### config.mk
export PLATFORM = sky130hd
export DESIGN_NAME = seg7_scan_driver_flat
export DESIGN_NICKNAME = d
export VERILOG_FILES = /design/src/rtl/seg7_scan_driver_pkg.sv /design/src/rtl/seg7_scan_driver_if.sv /design/src/rtl/seg7_scan_driver_decode.sv /design/src/rtl/seg7_scan_driver.sv /design/src/flat_wrapper.sv
export SDC_FILE = /design/constraint.sdc
export NUM_CORES = 1
export LEC_CHECK = 0
export ABC_AREA = 1
export ABC_CLOCK_PERIOD_IN_PS = 2100
export BUFFER_PORTS_ARGS = -buffer_cell sky130_fd_sc_hd__buf_4
export CAP_MARGIN = 5
export CORE_UTILIZATION = 53
export CTS_BUF_LIST = sky130_fd_sc_hd__clkbuf_16
export CTS_CLUSTER_SIZE = 24
export DETAILED_ROUTE_END_ITERATION = 10
export GPL_ROUTABILITY_DRIVEN = 0
export PLACE_DENSITY = 0.84
export SETUP_SLACK_MARGIN = 0.05
export SLEW_MARGIN = 20
export SYNTH_ARGS = -nofsm -noshare
export SYNTH_HDL_FRONTEND = slang
export SYNTH_SLANG_ARGS = --single-unit
export TNS_END_PERCENT = 1
### constraint.sdc
create_clock -name i_clk -period 2.1 [get_ports i_clk]
set_input_delay 0.42 -clock i_clk [delete_from_list [all_inputs] [get_ports i_clk]]
set_output_delay 0.42 -clock i_clk [all_outputs]
set_load 0.03 [all_outputs]
### src/rtl/seg7_scan_driver_pkg.sv
// Shared constants for the 7-segment scan driver: active-high glyphs and segment bit positions.
// Bit order is {a,b,c,d,e,f,g,dp} with a in bit 7.
package seg7_scan_driver_pkg;

    localparam int SEG_A_BIT  = 7;
    localparam int SEG_B_BIT  = 6;
    localparam int SEG_C_BIT  = 5;
    localparam int SEG_D_BIT  = 4;
    localparam int SEG_E_BIT  = 3;
    localparam int SEG_F_BIT  = 2;
    localparam int SEG_G_BIT  = 1;
    localparam int SEG_DP_BIT = 0;

    localparam logic [7:0] SEG_0   = 8'hFC;
    localparam logic [7:0] SEG_1   = 8'h60;
    localparam logic [7:0] SEG_2   = 8'hDA;
    localparam logic [7:0] SEG_3   = 8'hF2;
    localparam logic [7:0] SEG_4   = 8'h66;
    localparam logic [7:0] SEG_5   = 8'hB6;
    localparam logic [7:0] SEG_6   = 8'hBE;
    localparam logic [7:0] SEG_7   = 8'hE0;
    localparam logic [7:0] SEG_8   = 8'hFE;
    localparam logic [7:0] SEG_9   = 8'hE6;
    localparam logic [7:0] SEG_A   = 8'hEE;
    localparam logic [7:0] SEG_B   = 8'h3E;
    localparam logic [7:0] SEG_C   = 8'h1A;
    localparam logic [7:0] SEG_D   = 8'h7A;
    localparam logic [7:0] SEG_E   = 8'hDE;
    localparam logic [7:0] SEG_F   = 8'h8E;
    localparam logic [7:0] SEG_OFF = 8'h00;

    // Map an active-high segment pattern onto the pin polarity.
    function automatic logic [7:0] seg_to_pins(input logic [7:0] seg_hi, input logic act_low);
        return act_low ? ~seg_hi : seg_hi;
    endfunction

endpackage

### src/rtl/seg7_scan_driver_if.sv
// Bus-side bundle of the scan driver: display values and load strobe in, status and board pins out.
interface seg7_scan_driver_if #(
    parameter int DIGITS = 8
);
    logic                  en;
    logic                  load;
    logic [4*DIGITS-1:0]   data;
    logic [DIGITS-1:0]     dp_mask;
    logic [DIGITS-1:0]     blank_mask;
    logic [DIGITS-1:0]     blink_mask;
    logic                  pending;
    logic                  frame_start;
    logic [DIGITS-1:0]     an;
    logic [7:0]            seg;

    modport master (
        output en, load, data, dp_mask, blank_mask, blink_mask,
        input  pending, frame_start, an, seg
    );

    modport slave (
        input  en, load, data, dp_mask, blank_mask, blink_mask,
        output pending, frame_start, an, seg
    );
endinterface

### src/rtl/seg7_scan_driver_decode.sv
// Combinational hex nibble to active-high 7-segment glyph; dp bit is always 0 here.
module hex_seg_decode
    import seg7_scan_driver_pkg::*;
(
    input  logic [3:0] i_nib,
    output logic [7:0] o_seg
);

    // Glyph lookup
    always_comb begin
        o_seg = SEG_OFF;
        case (i_nib)
            4'h0:    o_seg = SEG_0;
            4'h1:    o_seg = SEG_1;
            4'h2:    o_seg = SEG_2;
            4'h3:    o_seg = SEG_3;
            4'h4:    o_seg = SEG_4;
            4'h5:    o_seg = SEG_5;
            4'h6:    o_seg = SEG_6;
            4'h7:    o_seg = SEG_7;
            4'h8:    o_seg = SEG_8;
            4'h9:    o_seg = SEG_9;
            4'hA:    o_seg = SEG_A;
            4'hB:    o_seg = SEG_B;
            4'hC:    o_seg = SEG_C;
            4'hD:    o_seg = SEG_D;
            4'hE:    o_seg = SEG_E;
            4'hF:    o_seg = SEG_F;
            default: o_seg = SEG_OFF;
        endcase
    end

endmodule

### src/rtl/seg7_scan_driver.sv
// Time-multiplexed common-anode 7-segment driver. Loads are staged in a pending bank and
// committed to the active bank only at a frame boundary (or at once while scanning is off).
module seg7_scan_driver
    import seg7_scan_driver_pkg::*;
#(
    parameter int DIGITS       = 8,
    parameter int SCAN_DIV     = 50000,
    parameter int BLINK_FRAMES = 64,
    parameter bit SEG_ACT_LOW  = 1'b1,
    parameter bit AN_ACT_LOW   = 1'b1
) (
    input  logic              i_clk,
    input  logic              i_rst_n,
    seg7_scan_driver_if.slave bus
);

    localparam int PRESC_W = $clog2(SCAN_DIV);
    localparam int IDX_W   = (DIGITS > 1) ? $clog2(DIGITS) : 1;
    localparam int BLK_W   = (BLINK_FRAMES > 1) ? $clog2(BLINK_FRAMES) : 1;

    localparam logic [PRESC_W-1:0] PRESC_LAST = PRESC_W'(SCAN_DIV - 1);
    localparam logic [IDX_W-1:0]   IDX_LAST   = IDX_W'(DIGITS - 1);
    localparam logic [BLK_W-1:0]   BLK_LAST   = BLK_W'(BLINK_FRAMES - 1);
    localparam logic [DIGITS-1:0]  AN_PINS_OFF  = {DIGITS{AN_ACT_LOW}};
    localparam logic [7:0]         SEG_PINS_OFF = {8{SEG_ACT_LOW}};

    logic [PRESC_W-1:0]  r_presc;
    logic [IDX_W-1:0]    r_idx;
    logic [BLK_W-1:0]    r_blk_cnt;
    logic                r_blink_on;
    logic                r_frame_start;
    logic                r_pending;
    logic [4*DIGITS-1:0] r_pnd_data,  r_act_data;
    logic [DIGITS-1:0]   r_pnd_dp,    r_act_dp;
    logic [DIGITS-1:0]   r_pnd_blank, r_act_blank;
    logic [DIGITS-1:0]   r_pnd_blink, r_act_blink;
    logic [DIGITS-1:0]   r_an;
    logic [7:0]          r_seg;

    logic                w_tick;
    logic                w_wrap;
    logic                w_commit;
    logic [DIGITS-1:0]   w_onehot;
    logic [3:0]          w_nib;
    logic                w_dp;
    logic                w_blank;
    logic                w_blink;
    logic [7:0]          w_glyph;
    logic [7:0]          w_seg_hi;

    assign w_tick   = bus.en && (r_presc == PRESC_LAST);
    assign w_wrap   = w_tick && (r_idx == IDX_LAST);
    // With scanning off there are no frame boundaries, so a staged load commits immediately.
    assign w_commit = r_pending && (w_wrap || !bus.en);

    // Prescaler, scan index, frame pulse and blink phase
    always_ff @(posedge i_clk or negedge i_rst_n) begin
        if (!i_rst_n) begin
            r_presc       <= '0;
            r_idx         <= '0;
            r_blk_cnt     <= '0;
            r_blink_on    <= 1'b1;
            r_frame_start <= 1'b0;
        end else if (!bus.en) begin
            r_presc       <= '0;
            r_idx         <= '0;
            r_blk_cnt     <= '0;
            r_blink_on    <= 1'b1;
            r_frame_start <= 1'b0;
        end else begin
            r_presc       <= w_tick ? '0 : r_presc + PRESC_W'(1);
            r_frame_start <= w_wrap;
            if (w_tick) begin
                r_idx <= (r_idx == IDX_LAST) ? '0 : r_idx + IDX_W'(1);
            end
            if (w_wrap) begin
                if (r_blk_cnt == BLK_LAST) begin
                    r_blk_cnt  <= '0;
                    r_blink_on <= ~r_blink_on;
                end else begin
                    r_blk_cnt  <= r_blk_cnt + BLK_W'(1);
                end
            end
        end
    end

    // Pending bank: last load before the boundary wins
    always_ff @(posedge i_clk or negedge i_rst_n) begin
        if (!i_rst_n) begin
            r_pnd_data  <= '0;
            r_pnd_dp    <= '0;
            r_pnd_blank <= '1;
            r_pnd_blink <= '0;
            r_pending   <= 1'b0;
        end else begin
            if (bus.load) begin
                r_pnd_data  <= bus.data;
                r_pnd_dp    <= bus.dp_mask;
                r_pnd_blank <= bus.blank_mask;
                r_pnd_blink <= bus.blink_mask;
            end
            if (bus.load) begin
                r_pending <= 1'b1;
            end else if (w_commit) begin
                r_pending <= 1'b0;
            end
        end
    end

    // Active bank: takes the pre-edge pending copy, so a same-cycle load waits one more frame
    always_ff @(posedge i_clk or negedge i_rst_n) begin
        if (!i_rst_n) begin
            r_act_data  <= '0;
            r_act_dp    <= '0;
            r_act_blank <= '1;
            r_act_blink <= '0;
        end else if (w_commit) begin
            r_act_data  <= r_pnd_data;
            r_act_dp    <= r_pnd_dp;
            r_act_blank <= r_pnd_blank;
            r_act_blink <= r_pnd_blink;
        end
    end

    // Select the current digit's attributes and its anode one-hot
    always_comb begin
        w_onehot = '0;
        w_nib    = 4'h0;
        w_dp     = 1'b0;
        w_blank  = 1'b1;
        w_blink  = 1'b0;
        for (int i = 0; i < DIGITS; i++) begin
            if (r_idx == IDX_W'(i)) begin
                w_onehot[i] = 1'b1;
                w_nib       = r_act_data[4*i +: 4];
                w_dp        = r_act_dp[i];
                w_blank     = r_act_blank[i];
                w_blink     = r_act_blink[i];
            end else begin
                w_onehot[i] = 1'b0;
            end
        end
    end

    hex_seg_decode u_decode (
        .i_nib (w_nib),
        .o_seg (w_glyph)
    );

    // Apply blanking/blink and the decimal point to the decoded glyph
    always_comb begin
        w_seg_hi = SEG_OFF;
        if (w_blank || (w_blink && !r_blink_on)) begin
            w_seg_hi = SEG_OFF;
        end else begin
            w_seg_hi             = w_glyph;
            w_seg_hi[SEG_DP_BIT] = w_dp;
        end
    end

    // Registered pin drivers, polarity applied last
    always_ff @(posedge i_clk or negedge i_rst_n) begin
        if (!i_rst_n) begin
            r_an  <= AN_PINS_OFF;
            r_seg <= SEG_PINS_OFF;
        end else if (!bus.en) begin
            r_an  <= AN_PINS_OFF;
            r_seg <= SEG_PINS_OFF;
        end else begin
            r_an  <= AN_ACT_LOW ? ~w_onehot : w_onehot;
            r_seg <= seg_to_pins(w_seg_hi, SEG_ACT_LOW);
        end
    end

    assign bus.pending     = r_pending;
    assign bus.frame_start = r_frame_start;
    assign bus.an          = r_an;
    assign bus.seg         = r_seg;

endmodule

### src/flat_wrapper.sv
// flat-port wrapper written by rule: the top's interface ports become plain ports
module seg7_scan_driver_flat import seg7_scan_driver_pkg::*;
#(
    parameter int DIGITS       = 8,
    parameter int SCAN_DIV     = 50000,
    parameter int BLINK_FRAMES = 64,
    parameter bit SEG_ACT_LOW  = 1'b1,
    parameter bit AN_ACT_LOW   = 1'b1
)
  (i_clk, i_rst_n, bus_en, bus_load, bus_data, bus_dp_mask, bus_blank_mask, bus_blink_mask, bus_pending, bus_frame_start, bus_an, bus_seg);
  seg7_scan_driver_if #(.DIGITS(DIGITS)) bus_i ();
  input  logic i_clk;
  input  logic i_rst_n;
  input wire logic [$bits(bus_i.en)-1:0] bus_en;
  input wire logic [$bits(bus_i.load)-1:0] bus_load;
  input wire logic [$bits(bus_i.data)-1:0] bus_data;
  input wire logic [$bits(bus_i.dp_mask)-1:0] bus_dp_mask;
  input wire logic [$bits(bus_i.blank_mask)-1:0] bus_blank_mask;
  input wire logic [$bits(bus_i.blink_mask)-1:0] bus_blink_mask;
  output wire logic [$bits(bus_i.pending)-1:0] bus_pending;
  output wire logic [$bits(bus_i.frame_start)-1:0] bus_frame_start;
  output wire logic [$bits(bus_i.an)-1:0] bus_an;
  output wire logic [$bits(bus_i.seg)-1:0] bus_seg;
  assign bus_i.en = bus_en;
  assign bus_i.load = bus_load;
  assign bus_i.data = bus_data;
  assign bus_i.dp_mask = bus_dp_mask;
  assign bus_i.blank_mask = bus_blank_mask;
  assign bus_i.blink_mask = bus_blink_mask;
  assign bus_pending = bus_i.pending;
  assign bus_frame_start = bus_i.frame_start;
  assign bus_an = bus_i.an;
  assign bus_seg = bus_i.seg;
  seg7_scan_driver #(.DIGITS(DIGITS), .SCAN_DIV(SCAN_DIV), .BLINK_FRAMES(BLINK_FRAMES), .SEG_ACT_LOW(SEG_ACT_LOW), .AN_ACT_LOW(AN_ACT_LOW)) u_core (.i_clk(i_clk), .i_rst_n(i_rst_n), .bus(bus_i));
endmodule
==> results of run 1 <==
[area by class of cell]
class,instances,area [um^2]
timing repair buffer,119,974.7
inverter,108,414.1
tap,176,220.2
multi-input combinational,540,2710
clock buffer,17,425.4
clock inverter,15,115.1
sequential,156,3945
fill,1003,4385
[layer usage]
metal	routed length (um)	global-route usage (%)
met1	6992	31.48
met2	7762	39.12
met3	835	6.250
met4	241	8.814
met5	0	0
[power by group through the flow]
stage / Combinational (mW) / Sequential (mW) / Clock (mW)
finish: 1.07 / 3.53 / 2.80
global route: 1.21 / 3.56 / 3.00
CTS: 1.06 / 3.53 / 2.85
detailed placement: 1.03 / 3.58 / 0
global placement: 0.995 / 3.56 / 0
floorplan: 0.608 / 3.58 / 0
[tightest hold or removal path: cells and delay by family]
| family | cells | cell delay (ns) |
|---|---|---|
| buffers and inverters | 1 | 0.07 |
| AND/OR/NAND/NOR | 2 | 0.09 |
[state kept, by name, indices dropped and copies added (netlist names)]
name / flops
u_core.bus.an: 8
u_core.bus.frame_start: 1
u_core.bus.pending: 1
u_core.bus.seg: 8
u_core.r_act_blank: 8
u_core.r_act_blink: 8
u_core.r_act_data: 32
u_core.r_act_dp: 8
u_core.r_blink_on: 1
u_core.r_blk_cnt: 6
u_core.r_idx: 3
u_core.r_pnd_blank: 8
u_core.r_pnd_blink: 8
u_core.r_pnd_data: 32
u_core.r_pnd_dp: 8
u_core.r_presc: 16
[worst paths after layout]
check	slack, ns	endpoint	cells after the start	start
max	-0.14	u_core.bus.seg[4]	18	u_core.r_idx[0]
min	0.19	u_core.r_pnd_data[1]	3	bus_data[1]
max reg2reg	-0.14	u_core.bus.seg[4]	18	u_core.r_idx[0]
min reg2reg	0.46	u_core.r_presc[12]	1	u_core.r_presc[12]
max in group asynchronous	0.90	u_core.r_pnd_blank[6]	3	i_rst_n
min in group asynchronous	0.50	u_core.r_presc[12]	2	i_rst_n
[synth_stat cells, types with 3 or more instances]
library cell	number
inv_1	101
dfrtp_1	123
nand4_1	3
buf_6	6
o21ai_1	10
nor2_1	37
nand2_1	288
a21oi_1	25
ha_1	13
a21oi_2	10
buf_2	5
dfstp_2	33
clkbuf_1	13
o21ai_0	65
nor2_2	12
nor3_1	5
mux2_2	10
buf_4	5
nand2_2	4
nand3_1	37
inv_2	6
[cells in the final DEF, fill, tap and decap left out, types with 3 or more instances in the layout]
| master | n |
|---|---|
| nand2_1 | 285 |
| dfrtp_1 | 123 |
| buf_4 | 111 |
| inv_1 | 95 |
| o21ai_0 | 65 |
| nand3_1 | 35 |
| dfstp_2 | 33 |
| nor2_1 | 31 |
| a21oi_1 | 25 |
| nor2_2 | 17 |
| clkbuf_16 | 17 |
| inv_2 | 10 |
| o21ai_1 | 10 |
| a21oi_2 | 10 |
| mux2_2 | 10 |
| inv_6 | 6 |
| buf_12 | 6 |
| nand2_2 | 5 |
| nor3_1 | 5 |
| ha_1 | 5 |
| nand3_2 | 4 |
| nand2_4 | 4 |
| clkinvlp_4 | 4 |
| ha_2 | 4 |
| ha_4 | 4 |
| clkinv_1 | 3 |
| nand4_1 | 3 |
[kinds of logic after synthesis]
kind of cell	after synthesis	share of synthesized area, %
buffers and inverters	137	8.193
AOI/OAI and AO/OA	121	9.403
xor gates and xnor gates	2	0.2457
DFF	156	55.32
and+or+nand+nor	394	22.98
adders and majority gates	13	2.281
muxes	10	1.579
[metrics by stage]
stage | area, um^2 | setup TNS (ns) | hold WS (ns)
2_1_floorplan | 7187 | 0 | 0.1244
3_3_place_gp | 8153 | -0.1327 | 0.3823
3_5_place_dp | 8153 | -3.019 | 0.3869
4_1_cts | 8748 | -0.2469 | 0.1809
5_1_grt | 8805 | -4.190 | 0.1893
6_report | 8805 | -0.6382 | 0.1919
[repair_timing]
item                                    4_1_cts  5_1_grt
resized for setup                             6       15
pin swaps                                     3        2
hold buffers                                  1        0
buffers inserted                              3        1
endpoints found under the hold margin        29        0
endpoints found under the setup margin       61       66
==> flow_summary_export.csv, run 1 <==
group,metric,value,unit
min_path,hold_path_class,"input port to flip-flop",
routing,routed_wl,15830,um
layout,finalNetCount,1015,
grt,grt.total_usage,24.21,%
synth,synth_area_leaders,"dfrtp_1 (43%), nand2_1 (15%), dfstp_2 (12%)",
die,die_h,118,um
synth,ys_ff_latch,156,
synth,synth_area_per_cell,8.562,um^2
power_and_ir_drop,p_per_area,841.8,nW/um^2
clock_network,clkSinkCount,156,
sta,fin_ws,-0.1418,ns
power_and_ir_drop,p_sw,2.083,mW
synth,synthArstFlopShare,100.0,%
setup_path,crit_type,"flip-flop to flip-flop",
synth,post-synth-top-area-cell,"dfrtp_1",
setup_path,slowest_stage,"dfrtp_1",
synth,synth_edf_count,0,
clock_network,cts_tree,"yes",
power_and_ir_drop,total_power,7.412,mW
sta,worst_pin_slew,0.5772,ns
place,dp_slack,-0.1289,ns
setup_path,cp.arrival,2.60,ns
power_and_ir_drop,p_comb_share,14.5,%
die,die-area,13920,um^2
power_and_ir_drop,seq_power_share,47.7,%
sta,drv_slew,0,
synth,synthCells,833,
layout,layout-area-overhead-vs-synth,23.46,%
layout,antenna_cells,0,
grt,grt_antenna_before_repair,0,
setup_path,cp_num_buf_inv,4,
sta,fin_skew,0.004939,ns
sta,rsz0062_at_grt,"true",
routing,avgRoutedWirePerCell,14.00,um
die,dieWidth,118,um
synth,ys_seq_area_share,55.32,%
sta,max_freq,0.4461,GHz
synth,synthFlopType,"dfrtp_1",
routing,drc,0,
die,row_count,42,
place,place_inst,1094,
power_and_ir_drop,peakVddDrop,579.4,uV
routing,drtPass1Iterations,6,
setup_path,cp_cell_sequence,"buf_4, ha_4, inv_4, nor2_4, nand2_1, nand3_1, nand3_2, nand3_1, nand3_1, nand2_1, a21boi_2, inv_2, ha_4, inv_1, nand2_1, nand2_1, nand2_1, nand3_1",
setup_path,crit_path_frequent_cell,"nand2_1",
run,cap_violations,0,
synth,syn_nets,906,
sta,finalCritPeriodShare,106.8,%
status,status,"finished, violations left",
clock_network,clk_latency,0.42,ns
place,dp_hpwl,10930,um
setup_path,cp_slowest_stage_delay,0.43,ns
setup_path,worst_setup_path_start_kind,"flip-flop",
synth,yosysWarnings,0,
synth,ys_types,36,
clock_network,cts-root-buf,"clkbuf_16",
clock_network,path_clk_slew,0.06,ns
routing,viasPerCell,5.095,
clock_network,cts_max_level,4,
power_and_ir_drop,switching_share,28.10,%
clock_network,cts_buffer_depth,2,
layout,drive_above_1_share,26.81,%
power_and_ir_drop,clkPwrFrac,37.8,%
setup_path,crit_family,"simple AND/OR/NAND/NOR gates",
grt,grt_pass1_vias,5583,
grt,grt-ovfl-total,0,
die,start_util,54.07,%
routing,vias,5763,
layout,stdcell_count,1131,
sta,layout_min_cycle_time,2.242,ns
setup_path,cp.required,2.46,ns
routing,drtIter0Drc,533,
place,numPortBuffers,77,
setup_path,critPathMaxFanout,6,
layout,final_core_util,66.75,%
grt,grt_max_degree,69,
routing,ant_nets,0,
power_and_ir_drop,intPower,5.329,mW
sta,finalHoldViolCount,0,
synth,netlist_area,7132,um^2
synth,synth.top_cell.area_share,43.16,%
sta,relSlewSlack,61.52,%
grt,grt_pass1_wl,26300,um
clock_network,cts_buffers,17,
setup_path,crit_path_end_kind,"flip-flop",
status,violations,"negative setup slack",
die,num_io_pins,78,
sta,setup_violations,7,
die,core_area,13190,um^2
power_and_ir_drop,p_leak,4.280,nW
No activity file was read; power rests on OpenSTA's default activity.
==> inputs of run 2 (changes only) <==
Settings changed: CAP_MARGIN 5 to 15, CORE_UTILIZATION 53 to 50, PLACE_DENSITY 0.84 to 0.8, SYNTH_HIERARCHICAL set to 1.
==> run 2 against run 1 <==
  * The flow still finishes with violations (negative setup slack)
  * Count of clock-buffer cells in the layout unchanged
  * Hold slack better by 0.0078 ns
  * Total power rose by 6.4%
  * Clock power increased by 11%
  * Critical path depth increased by 1
  * Sequential cell count unchanged
  * Critical path type unchanged
  * Critical endpoint is now u_core/bus.seg[7]
==> flow_summary_export.csv, run 2 <==
group,metric,value,unit
routing,drc,0,
clock_network,clkSinkCount,156,
setup_path,worst_setup_path_start_kind,"flip-flop",
sta,relSlewSlack,63.05,%
grt,grt-ovfl-total,0,
place,numPortBuffers,77,
setup_path,crit_type,"flip-flop to flip-flop",
setup_path,crit_end,"u_core/bus.seg[7]",
die,die-area,14690,um^2
grt,grt_max_degree,59,
layout,final_cell_mix,"nand2_1 (169), dfrtp_1 (122), buf_4 (121), inv_1 (98), o21ai_0 (52)",
clock_network,cts_buffers,17,
setup_path,r2r_end,"u_core/bus.seg[7]",
run,cap_violations,0,
sta,finalHoldViolCount,0,
die,start_util,51.19,%
sta,fin_setup_tns,-1.956,ns
setup_path,reg2reg_from,"u_core/r_idx[1]",
clock_network,cts_tree,"yes",
die,num_io_pins,78,
die,core_area,13880,um^2
layout,finalNetCount,969,
sta,drv_slew,0,
sta,worst_pin_slew,0.5542,ns
layout,biggestRegsByFlops,"u_core/r_act_data x32, u_core/r_pnd_data x32, u_core/r_presc x16",
min_path,holdCritStartpoint,"bus_data[3]",
sta,layout_min_cycle_time,2.404,ns
sta,max_freq,0.4159,GHz
grt,grt_antenna_before_repair,0,
layout,final_cell_area,9150,um^2
routing,drtPass1Iterations,5,
layout,final_common_cell,"nand2_1",
routing,avgRoutedWirePerCell,15.18,um
routing,vias,5675,
routing,ant_nets,0,
power_and_ir_drop,p_leak,4.270,nW
setup_path,startpoint,"u_core/r_idx[1]",
layout,drive_above_1_share,34.51,%
routing,routed_wl,16500,um
setup_path,rr_worst_depth,19,
power_and_ir_drop,p_per_area,861.8,nW/um^2
setup_path,critPathMaxFanout,8,
clock_network,cts_buffer_depth,2,
synth,syn_nets,843,
sta,fin_skew,0.01098,ns
sta,setup_violations,7,
clock_network,cts_max_level,4,
layout,antenna_cells,0,
min_path,hold_path_class,"input port to flip-flop",
clock_network,cts-root-buf,"clkbuf_16",
setup_path,crit_path_end_kind,"flip-flop",
routing,viasPerCell,5.221,
grt,grt_pass1_vias,5492,
die,row_count,43,
synth,yosysWarnings,6,
status,status,"finished, violations left",
grt,grt_pass1_wl,27270,um
sta,rsz0062_at_grt,"true",
routing,drtIter0Drc,565,
power_and_ir_drop,peakVddDrop,654.4,uV
die,dieWidth,121.2,um
setup_path,r2r_slack,-0.30,ns
clock_network,clk_latency,0.43,ns
place,dp_hpwl,10670,um
setup_path,cp.arrival,2.74,ns
grt,grt.total_usage,24.35,%
layout,layout-area-overhead-vs-synth,28.77,%
clock_network,path_clk_slew,0.07,ns
synth,synth_area_per_cell,9.252,um^2
synth,netlist_area,7106,um^2
sta,fin_ws,-0.3043,ns
place,placed_area,8197,um^2
sta,finalCritPeriodShare,114.5,%
synth,synthCells,768,
status,violations,"negative setup slack",
setup_path,cp.required,2.44,ns
die,die_h,121.2,um
## run 2: changes by cell type in the layout (fill, tap and decap cells not counted), moves of 10 or more
cell     before  now
buf_4       111  121
nand4_1       3   16
o21a_1        1   23
o21ai_0      65   52
nand2_1     285  169
nand2_2       5   18
o21ai_1      10   34
nor2_2       17    4
mux2_2       10   33
nand3_1      35   17
## run 2: power by group
part	leakage (nW)	internal [mW]	switching, mW	total [mW]
clock network	0.297	1.79	1.31	3.11
registers	1.86	3.38	0.159	3.54
logic	2.12	0.535	0.706	1.24
total	4.27	5.71	2.18	7.89
## run 2: cell type report
class	count	area [um^2]
sequential	156	3946
clock buffer	17	425.4
fill	1010	4731
timing repair buffer	134	1106
tap	180	225.2
inverter	115	441.7
clock inverter	15	168.9
multi-input combinational	470	2836
## run 2: worst max-delay path, cell delays in order (launching register included)
cell and delay [ns]:
dfrtp_1 0.43, inv_2 0.15, ha_4 0.17, nand2_4 0.06, nor2_4 0.15, buf_4 0.13, nand2_1 0.06, nand3_2 0.10
nand3_2 0.09, o21ai_2 0.06, nand2_1 0.06, nand2_1 0.09, nand2_2 0.07, a21oi_4 0.14, buf_6 0.14, inv_4 0.07
nand2_2 0.09, nand3_1 0.10, nand2_1 0.07, nand4_1 0.08
## run 2: timing repair
item | in CTS | in global routing
hold endpoints to repair | 44 | 0
pin swaps | 22 | 20
setup endpoints to repair | 8 | 67
setup buffers | 7 | 4
resized for setup | 42 | 33
hold buffers | 1 | 0
cloned | 0 | 0
## run 2: routing by layer
layer	vias up	wire length, um	GRT usage [%]
met3	28	760	5.451
met5	-	0	0
met2	193	8227	39.71
met1	2734	7191	31.99
met4	0	319	8.488
li1	2720	-	-
## run 2: worst min path at each step
stage / end / slack [ns] / cells after the start
finish: u_core/r_pnd_data[3] / 0.20 / 3
global route: u_core/r_pnd_dp[0] / 0.19 / 3
CTS: u_core/r_pnd_data[2] / 0.18 / 3
detailed placement: u_core/bus.frame_start / 0.44 / 1
global placement: u_core/r_presc[5] / 0.44 / 1
floorplan: u_core/bus.frame_start / 0.12 / 0
## run 2: per-stage QoR
step / hold slack, ns / setup WS (ns) / utilization [%] / std cells / power (mW)
finish: 0.1997 / -0.3043 / 65.92 / 1087 / 7.885
global route: 0.1928 / -0.4374 / 65.92 / 1087 / 8.239
CTS: 0.1827 / -0.1480 / 64.73 / 1083 / 7.828
detailed placement: 0.4369 / -0.2114 / 59.05 / 1043 / 4.628
global placement: 0.4432 / -0.1532 / 59.05 / 1043 / 4.584
floorplan: 0.1244 / -0.1633 / - / 768 / 4.202
==> inputs of run 3 (changes only) <==
Settings changed: CELL_PAD_IN_SITES_DETAIL_PLACEMENT set to 0, CELL_PAD_IN_SITES_GLOBAL_PLACEMENT set to 1, CORE_UTILIZATION 50 to 41, PLACE_DENSITY 0.8 to 0.84.
==> run 3 against run 2 <==
  * The run still ends with negative setup slack left
  * Largest cell class unchanged
  * Global-route usage shrank 5.8 points
  * Critical path depth shrank 1
  * Design area shrank 1.6%
  * First-iteration DRC count shrank 37%
  * Core utilization shrank 12 points
  * Sequential share of layout area grew 0.70 points
==> flow_summary_export.csv, run 3 (synthesized netlist as in run 2, its figures left out) <==
group,metric,value,unit
min_path,hold_depth,3,
grt,grt-ovfl-total,0,
min_path,hold_path_class,"input port to flip-flop",
power_and_ir_drop,p_leak,4.172,nW
grt,grt_pass1_wl,25700,um
sta,worst_pin_slew,0.5461,ns
sta,drv_slew,0,
sta,layout_min_cycle_time,2.278,ns
setup_path,crit_family,"simple AND/OR/NAND/NOR gates",
min_path,holdCritStartpoint,"bus_data[1]",
routing,vias,5349,
layout,biggestRegsByFlops,"u_core/r_act_data x32, u_core/r_pnd_data x32, u_core/r_presc x16",
setup_path,cp_num_buf_inv,4,
sta,whs,0.2019,ns
layout,fillCellCount,1561,
layout,drive_above_1_share,31.86,%
setup_path,reg2reg_from,"u_core/r_idx[1]",
status,violations,"negative setup slack",
grt,grt_max_degree,53,
layout,stdcell_count,1127,
clock_network,cts_buffers,17,
routing,drc,0,
clock_network,cts_buffer_depth,2,
sta,relSlewSlack,63.59,%
place,dp_hpwl,10910,um
run,cap_violations,0,
die,dieWidth,133.6,um
setup_path,cp.arrival,2.63,ns
grt,grt_pass1_vias,5302,
routing,drtPass1Iterations,4,
routing,avgRoutedWirePerCell,13.51,um
die,die_h,133.6,um
grt,grt_antenna_before_repair,0,
layout,final_cell_mix,"nand2_1 (178), buf_4 (123), dfrtp_1 (121), inv_1 (98), o21ai_0 (52)",
setup_path,cp.required,2.45,ns
routing,viasPerCell,4.746,
sta,finalCritPeriodShare,108.5,%
sta,fin_ws,-0.1775,ns
die,row_count,47,
layout,layout-area-overhead-vs-synth,26.77,%
sta,fin_skew,0.01067,ns
setup_path,crit_path_frequent_cell,"nand2_1",
setup_path,cp_cell_sequence,"inv_2, ha_4, inv_4, nor2_4, nand2_1, nand3_1, nand3_1, o21ai_1, nand2_1, nand2_1, nand2_1, a21oi_2, inv_2, buf_6, ha_1, o21ai_1, nand2_1, nand4_1",
place,numPortBuffers,77,
setup_path,rr_worst_depth,18,
clock_network,clkSinkCount,156,
clock_network,clk_latency,0.42,ns
power_and_ir_drop,peakVddDrop,573.9,uV
clock_network,path_clk_slew,0.06,ns
sta,max_freq,0.4391,GHz
die,start_util,42.40,%
setup_path,crit_type,"flip-flop to flip-flop",
clock_network,cts_tree,"yes",
setup_path,slowest_stage,"dfrtp_1",
sta,setup_violations,7,
setup_path,r2r_slack,-0.18,ns
grt,grt.total_usage,18.52,%
die,die-area,17860,um^2
die,core_area,16760,um^2
layout,finalNetCount,969,
place,place_inst,1089,
routing,routed_wl,15230,um
setup_path,worst_setup_path_start_kind,"flip-flop",
setup_path,r2r_end,"u_core/bus.seg[5]",
sta,rsz0062_at_grt,"true",
clock_network,cts_max_level,4,
status,status,"finished, violations left",
sta,finalHoldViolCount,0,
setup_path,cp_slowest_stage_delay,0.41,ns
setup_path,crit_path_end_kind,"flip-flop",
layout,final_common_cell,"nand2_1",
die,num_io_pins,78,
clock_network,cts-root-buf,"clkbuf_16",
routing,ant_nets,0,
power_and_ir_drop,p_per_area,820.3,nW/um^2
setup_path,critPathMaxFanout,4,
layout,antenna_cells,0,
sta,fin_setup_tns,-1.146,ns
min_path,whs_endpoint,"u_core/r_pnd_data[1]",
routing,drtIter0Drc,357,
## run 3: area by class of cell
class                   instances  area [um^2]  share of cell area [%]
repair buffers                134         1090                   12.10
clock inverters                15        102.6                   1.139
multi-input cells             470         2725                   30.25
well taps                     220        275.3                   3.056
clock buffers                  17        425.4                   4.723
flip-flops and latches        156         3948                   43.83
inverters                     115        441.7                   4.903
## run 3: through the flow
step / total power, mW / util (%) / instance area [um^2] / worst slack (ns)
6_report: 7.388 / 53.74 / 9007 / -0.1775
5_1_grt: 7.761 / 53.74 / 9007 / -0.4065
3_5_place_dp: 4.628 / 49.40 / 8279 / -0.1965
3_3_place_gp: 4.609 / 49.40 / 8279 / -0.1680
4_1_cts: 7.443 / 53.41 / 8951 / -0.1569
2_1_floorplan: 4.202 / - / 7167 / -0.1633
## run 3: timing repair
action                                  CTS  global route
hold endpoints to repair                 31             0
resized for setup                        27            18
endpoints found under the setup margin    7            51
hold buffers                              1             0
setup buffers                             4             1
pin swaps                                19            15
## run 3: worst max path at each step
stage / start / endpoint / slack (ns) / depth (start not counted)
3_5_place_dp: u_core/r_idx[1] / u_core/bus.seg[4] / -0.20 / 19
6_report: u_core/r_idx[1] / u_core/bus.seg[5] / -0.18 / 18
3_3_place_gp: u_core/r_idx[0] / u_core/bus.seg[4] / -0.17 / 20
2_1_floorplan: u_core/r_idx[0] / u_core/bus.seg[4] / -0.16 / 17
4_1_cts: u_core/r_idx[1] / u_core/bus.seg[7] / -0.16 / 19
5_1_grt: u_core/r_idx[1] / u_core/bus.seg[4] / -0.41 / 20
## run 3: per-layer routing
layer	vias up	wire, um	global-route usage, %
li1	2730	-	-
met1	2515	7331	24.74
met2	88	7219	30.01
met3	16	435	3.767
met4	0	241	6.313
met5	-	0	0
## run 3: power by group
group | total, mW | switching (mW) | leakage [nW] | internal, mW
clock network | 2.71 | 1.21 | 0.252 | 1.50
logic | 1.15 | 0.649 | 2.07 | 0.504
registers | 3.52 | 0.140 | 1.85 | 3.38
## run 3: worst reg2reg max path, delay by kind of cell (launching register included)
family | cells | cell delay, ns
adders and majority gates | 2 | 0.36
and+or+nand+nor | 9 | 0.64
DFF | 1 | 0.41
buffers and inverters | 4 | 0.38
AOI/OAI and AO/OA | 3 | 0.39
